--- config.mk ---
export PLATFORM = sky130hd
export DESIGN_NAME = axis_seq_gen
export DESIGN_NICKNAME = d
export VERILOG_FILES = /design/src/rtl/axis_seq_gen.sv
export SDC_FILE = /design/constraint.sdc
export NUM_CORES = 2
export LEC_CHECK = 0
export CAP_MARGIN = 15
export CORE_MARGIN = 4
export CORE_UTILIZATION = 60
export CTS_BUF_LIST = sky130_fd_sc_hd__clkbuf_16
export CTS_CLUSTER_DIAMETER = 80
export DETAILED_ROUTE_END_ITERATION = 10
export PLACE_DENSITY = 0.78
export SLEW_MARGIN = 20
export SYNTH_ARGS = -nofsm -noshare
export SYNTH_HDL_FRONTEND = slang
export SYNTH_SLANG_ARGS = --single-unit
--- constraint.sdc ---
create_clock -name m00_axis_aclk -period 15.6 [get_ports m00_axis_aclk]
set_input_delay 3.12 -clock m00_axis_aclk [delete_from_list [all_inputs] [get_ports m00_axis_aclk]]
set_output_delay 3.12 -clock m00_axis_aclk [all_outputs]
set_load 0.02 [all_outputs]
--- src/rtl/axis_seq_gen.sv ---
// -----------------------------------------------------------------------------
// axis_seq_gen
//   AXI4-Stream master producing fixed-length packets of a numeric sequence.
//   Each packet starts at cfg_seed; every accepted non-final beat advances the
//   value by the latched mode/step (geometric, add, subtract, constant), all
//   modulo 2^DATA_SIZE. Outputs are registered; tready only affects state.
//
// Parameters
//   DATA_SIZE : tdata width in bits (multiple of 8, >= 8)
//   LEN_W     : width of cfg_pkt_len
//   CNT_W     : width of pkt_count
//
// Ports
//   m00_axis_aclk    in   clock, rising edge
//   m00_axis_areset  in   synchronous reset, active-high
//   m00_axis_enable  in   request to start a packet (sampled in IDLE only)
//   cfg_mode         in   00 geometric, 01 add, 10 subtract, 11 constant
//   cfg_seed         in   first beat value of each packet
//   cfg_step         in   multiplier / increment
//   cfg_pkt_len      in   beats per packet (0 treated as 1)
//   ovf_clr          in   clears ovf_sticky (a simultaneous set wins)
//   m00_axis_tready  in   sink ready
//   m00_axis_tdata   out  sequence value
//   m00_axis_tstrb   out  all ones while tvalid, else 0
//   m00_axis_tvalid  out  beat valid
//   m00_axis_tlast   out  final beat of packet
//   busy             out  high while a packet is in progress
//   pkt_count        out  completed packets, wraps
//   ovf_sticky       out  an emitted value wrapped
// -----------------------------------------------------------------------------
module axis_seq_gen #(
  parameter int unsigned DATA_SIZE = 32,
  parameter int unsigned LEN_W     = 8,
  parameter int unsigned CNT_W     = 16
) (
  input  logic                     m00_axis_aclk,
  input  logic                     m00_axis_areset,
  input  logic                     m00_axis_enable,
  input  logic [1:0]               cfg_mode,
  input  logic [DATA_SIZE-1:0]     cfg_seed,
  input  logic [DATA_SIZE-1:0]     cfg_step,
  input  logic [LEN_W-1:0]         cfg_pkt_len,
  input  logic                     ovf_clr,
  input  logic                     m00_axis_tready,
  output logic [DATA_SIZE-1:0]     m00_axis_tdata,
  output logic [DATA_SIZE/8-1:0]   m00_axis_tstrb,
  output logic                     m00_axis_tvalid,
  output logic                     m00_axis_tlast,
  output logic                     busy,
  output logic [CNT_W-1:0]         pkt_count,
  output logic                     ovf_sticky
);

  localparam int unsigned STRB_W = DATA_SIZE / 8;
  localparam logic [LEN_W-1:0] LEN_ONE = LEN_W'(1);
  localparam logic [CNT_W-1:0] CNT_ONE = CNT_W'(1);

  typedef enum logic {
    IDLE,
    SEND
  } state_e;

  typedef enum logic [1:0] {
    MODE_GEO   = 2'b00,
    MODE_ADD   = 2'b01,
    MODE_SUB   = 2'b10,
    MODE_CONST = 2'b11
  } mode_e;

  state_e                 state_q, state_d;
  mode_e                  mode_q, mode_d;
  logic [DATA_SIZE-1:0]   step_q, step_d;
  logic [LEN_W-1:0]       len_q, len_d;
  logic [LEN_W-1:0]       beat_q, beat_d;
  logic [DATA_SIZE-1:0]   tdata_q, tdata_d;
  logic                   tvalid_q, tvalid_d;
  logic                   tlast_q, tlast_d;
  logic [CNT_W-1:0]       cnt_q, cnt_d;
  logic                   ovf_q, ovf_d;

  logic [2*DATA_SIZE-1:0] prod;
  logic [DATA_SIZE:0]     sum;
  logic [DATA_SIZE:0]     diff;
  logic [DATA_SIZE-1:0]   next_val;
  logic                   next_ovf;
  logic [LEN_W-1:0]       eff_len;
  logic                   handshake;
  logic                   ovf_set;

  // Sequence step and its wrap detection, computed from the current beat.
  always_comb begin
    prod     = {{DATA_SIZE{1'b0}}, tdata_q} * {{DATA_SIZE{1'b0}}, step_q};
    sum      = {1'b0, tdata_q} + {1'b0, step_q};
    diff     = {1'b0, tdata_q} - {1'b0, step_q};
    next_val = tdata_q;
    next_ovf = 1'b0;
    case (mode_q)
      MODE_GEO: begin
        next_val = prod[DATA_SIZE-1:0];
        next_ovf = |prod[2*DATA_SIZE-1:DATA_SIZE];
      end
      MODE_ADD: begin
        next_val = sum[DATA_SIZE-1:0];
        next_ovf = sum[DATA_SIZE];
      end
      MODE_SUB: begin
        next_val = diff[DATA_SIZE-1:0];
        // Borrow shows up as the extension bit of the widened difference.
        next_ovf = diff[DATA_SIZE];
      end
      default: begin
        next_val = tdata_q;
        next_ovf = 1'b0;
      end
    endcase
  end

  assign eff_len   = (cfg_pkt_len == '0) ? LEN_ONE : cfg_pkt_len;
  assign handshake = tvalid_q & m00_axis_tready;

  always_comb begin
    state_d  = state_q;
    mode_d   = mode_q;
    step_d   = step_q;
    len_d    = len_q;
    beat_d   = beat_q;
    tdata_d  = tdata_q;
    tvalid_d = tvalid_q;
    tlast_d  = tlast_q;
    cnt_d    = cnt_q;
    ovf_set  = 1'b0;

    case (state_q)
      IDLE: begin
        if (m00_axis_enable) begin
          state_d  = SEND;
          mode_d   = mode_e'(cfg_mode);
          step_d   = cfg_step;
          len_d    = eff_len;
          beat_d   = '0;
          tdata_d  = cfg_seed;
          tvalid_d = 1'b1;
          tlast_d  = (eff_len == LEN_ONE);
        end
      end
      SEND: begin
        if (handshake) begin
          if (tlast_q) begin
            // tdata deliberately keeps the final value after the packet.
            state_d  = IDLE;
            tvalid_d = 1'b0;
            tlast_d  = 1'b0;
            cnt_d    = cnt_q + CNT_ONE;
          end else begin
            tdata_d  = next_val;
            beat_d   = beat_q + LEN_ONE;
            tlast_d  = ((beat_q + LEN_ONE) == (len_q - LEN_ONE));
            ovf_set  = next_ovf;
          end
        end
      end
      default: begin
        state_d = IDLE;
      end
    endcase

    ovf_d = ovf_q;
    if (ovf_clr) begin
      ovf_d = 1'b0;
    end
    if (ovf_set) begin
      ovf_d = 1'b1;
    end
  end

  always_ff @(posedge m00_axis_aclk) begin
    if (m00_axis_areset) begin
      state_q  <= IDLE;
      mode_q   <= MODE_GEO;
      step_q   <= '0;
      len_q    <= '0;
      beat_q   <= '0;
      tdata_q  <= '0;
      tvalid_q <= 1'b0;
      tlast_q  <= 1'b0;
      cnt_q    <= '0;
      ovf_q    <= 1'b0;
    end else begin
      state_q  <= state_d;
      mode_q   <= mode_d;
      step_q   <= step_d;
      len_q    <= len_d;
      beat_q   <= beat_d;
      tdata_q  <= tdata_d;
      tvalid_q <= tvalid_d;
      tlast_q  <= tlast_d;
      cnt_q    <= cnt_d;
      ovf_q    <= ovf_d;
    end
  end

  assign m00_axis_tdata  = tdata_q;
  assign m00_axis_tstrb  = {STRB_W{tvalid_q}};
  assign m00_axis_tvalid = tvalid_q;
  assign m00_axis_tlast  = tlast_q;
  assign busy            = (state_q == SEND);
  assign pkt_count       = cnt_q;
  assign ovf_sticky      = ovf_q;

endmodule

==> flow_metrics.py <==
metrics = {
    "outcome": {
        "status": "complete, but fails checks",
        "violations": "design-rule violations",
    },
    "synthesis": {
        "synthMostInstantiatedCell": "fa_1",
        "synthFlopType": "dfxtp_1",
        "yosysSeqAreaShare": 0.0489,
        "ys_seq_elements": 102,
        "async_reset_ff_frac": 0,
        "syn_inst": 4839,
        "synth_edf_count": 0,
        "synth_common_cells": "897 x fa_1, 845 x inv_1, 624 x nand2_1",
        "synth_cell_types": 80,
        "synth_top_cell_by_area": "fa_1",
        "syn-num-nets": 6151,
        "synth_area_leaders": "fa_1 43%, ha_1 10%, and2_1 8.7%",
        "syn-cell-area_sq_um": 41700,
        "syn_avg_cell_area_sq_um": 8.62,
        "synth_warnings": 0,
        "yosysTopAreaCellShare": 0.430,
    },
    "grt": {
        "grt_pass1_vias": 37300,
        "antenna_found_initial": 8,
        "grt_pass1_wl_mm": 211,
        "grt_max_degree": 75,
        "globalRouteTotalUtil": 0.367,
        "grt-ovfl-total": 0,
    },
    "sta": {
        "final-hold-violation-count": 0,
        "setup_ws_ps": 6200,
        "final_max_slew_viol_count": 0,
        "finalCritPeriodShare": 0.603,
        "tightest_slew_ps": 1020,
        "setup_violations": 0,
        "final.setup_skew_ps": 17.5,
        "period_minus_slack_ps": 9400,
        "setup_tns_ps": 0,
        "rsz0062_at_grt": "false",
        "slew_headroom": 0.310,
        "fmax_mhz": 106,
    },
    "setup_path": {
        "cpMostUsedCell": "fa_1",
        "slowest_stage": "dfxtp_1",
        "crit_fanout": 20,
        "crit_path_max_incr_delay_ps": 830,
        "worstPathArrival_ps": 9630,
        "crit_required_ps": 15830,
        "cp-start-kind": "flop",
        "path_delay_family": "adder cells",
        "endpoint_kind": "flop",
        "critPathKind": "reg2reg",
        "path_buf_inv": 3,
    },
    "cells_and_area": {
        "final_util": 0.638,
        "fillers": 5794,
        "drive_above_1_share": 0.0256,
        "area_growth_pct": 5.24,
        "nets": 6073,
        "diodes": 0,
        "final_area_sq_um": 43900,
    },
    "detailed_routing": {
        "routedWlPerCell_um": 23.3,
        "num_vias": 34700,
        "drc": 1,
        "drt-initial-drc-count": 3355,
        "antenna_left": 0,
        "via_per_inst": 6.09,
        "firstDrtPassIters": 9,
        "totalWireLength_mm": 132,
    },
    "place": {
        "placed_area_sq_um": 43600,
        "dp_hpwl_mm": 103,
        "portBuffers": 134,
        "dp_slack_ps": 6360,
        "gp_congestion": 1.05,
    },
    "clock_tree": {
        "ctsResizeCount": 0,
        "cts_buffer_depth": 2,
        "postCtsSetupBuffers": 0,
        "cts_tree": "done",
        "cts_root_buf": "clkbuf_16",
        "cts.sinks": 102,
        "clkTransAtPathRegs_ps": 90,
        "clk_latency_ps": 400,
        "cts-hold-fix-buffers": 0,
        "htreeDepth": 3,
        "cts-buffers-inserted": 9,
    },
    "die": {
        "pin_count": 135,
        "dieArea_sq_um": 73800,
        "fp.coreArea_sq_um": 68800,
        "initial_core_util": 0.606,
        "dieHeight_um": 272,
        "die_w_um": 272,
        "rows": 96,
    },
    "hold_path": {
        "hp-class": "reg2reg",
    },
    "power_and_ir_drop": {
        "fin_total_pwr_w": 0.00217,
        "ir_worst_vdd_v": 0.0000545,
        "leakage_nw": 18.7,
        "cellPowerDensity_nw_per_um2": 49.5,
    },
    "job": {
        "cap_violations": 0,
    },
}
## sequential cells by signal, summed over array words and instances (netlist names)
name,cells
m00_axis_tvalid,1
m00_axis_tdata,32
beat_q,8
pkt_count,16
len_q,8
step_q,32
busy,1
ovf_sticky,1
mode_q,2
m00_axis_tlast,1
## per-stage QoR
stage / hold WS [ps] / instances
5_1_grt: 475 / 5697
3_3_place_gp: 442 / 5681
4_1_cts: 459 / 5697
6_report: 457 / 5697
2_1_floorplan: 449 / 4839
3_5_place_dp: 447 / 5681
## layer usage
layer,vias up,GRT usage,routed length [um]
met5,-,0,41
met4,6,0.165,7190
met3,479,0.0770,13500
met2,1885,0.596,62300
met1,17600,0.477,49400
li1,14800,-,-
## cell usage in the layout, fill, tap and decap left out, drive strengths merged, types with 15 or more instances in the layout
master / n
nand4: 25
nor3: 40
a221oi: 28
nor2: 187
o211ai: 16
nand2: 624
mux2i: 15
or3: 22
a211oi: 29
fa: 897
ha: 336
a21oi: 215
xor2: 39
buf: 78
o21ai: 109
and2: 581
inv: 850
nand2b: 20
clkdlybuf4s50: 133
xnor2: 82
dfxtp: 102
o21bai: 27
nand3: 45
a21o: 33
and3: 16
## worst reg2reg max path: cells and delay by family (launching register included)
kind	cells	cell delay (ps)
xor gates and xnor gates	1	120
buffers and inverters	3	550
and+or+nand+nor	4	1010
AOI/OAI and AO/OA	8	2360
adders and majority gates	10	4360
DFF	1	830
## path summary, 6_finish.rpt
kind                                          from         end  slack (ps)  cells past startpoint
worst min register to register           step_q[1]   step_q[1]         460                      2
worst max register to register  m00_axis_tdata[12]  ovf_sticky        6200                     26
worst max-delay path            m00_axis_tdata[12]  ovf_sticky        6200                     26
worst min-delay path                     step_q[1]   step_q[1]         460                      2
## cell families (layout without fill, tap and decap cells)
| family | count (synthesis) | in the layout | synth area share |
|---|---|---|---|
| multiplexers | 17 | 17 | 0.00414 |
| AO/OA/AOI/OAI | 604 | 604 | 0.0930 |
| buffers and inverters | 1146 | 1073 | 0.105 |
| flip-flops | 102 | 102 | 0.0489 |
| adder cells (fa/ha/maj) | 1233 | 1233 | 0.531 |
| XOR/XNOR | 121 | 121 | 0.0254 |
| AND/OR/NAND/NOR | 1616 | 1616 | 0.192 |
## layout make-up
cell class / instances / area (sq um) / area share
clock buffers: 9 / 225 / 0.00513
clock inverters: 7 / 58.8 / 0.00134
inverters: 846 / 3180 / 0.0723
multi-input cells: 3591 / 35300 / 0.804
flip-flops and latches: 102 / 2050 / 0.0466
well taps: 931 / 1160 / 0.0265
repair buffers: 211 / 1920 / 0.0436
## power by group
part / switching (W) / total [W] / internal (W)
registers: 0.0000246 / 0.000300 / 0.000276
clock network: 0.000130 / 0.000241 / 0.000111
logic: 0.00106 / 0.00163 / 0.000574
Power figures use the tool's default switching activity.
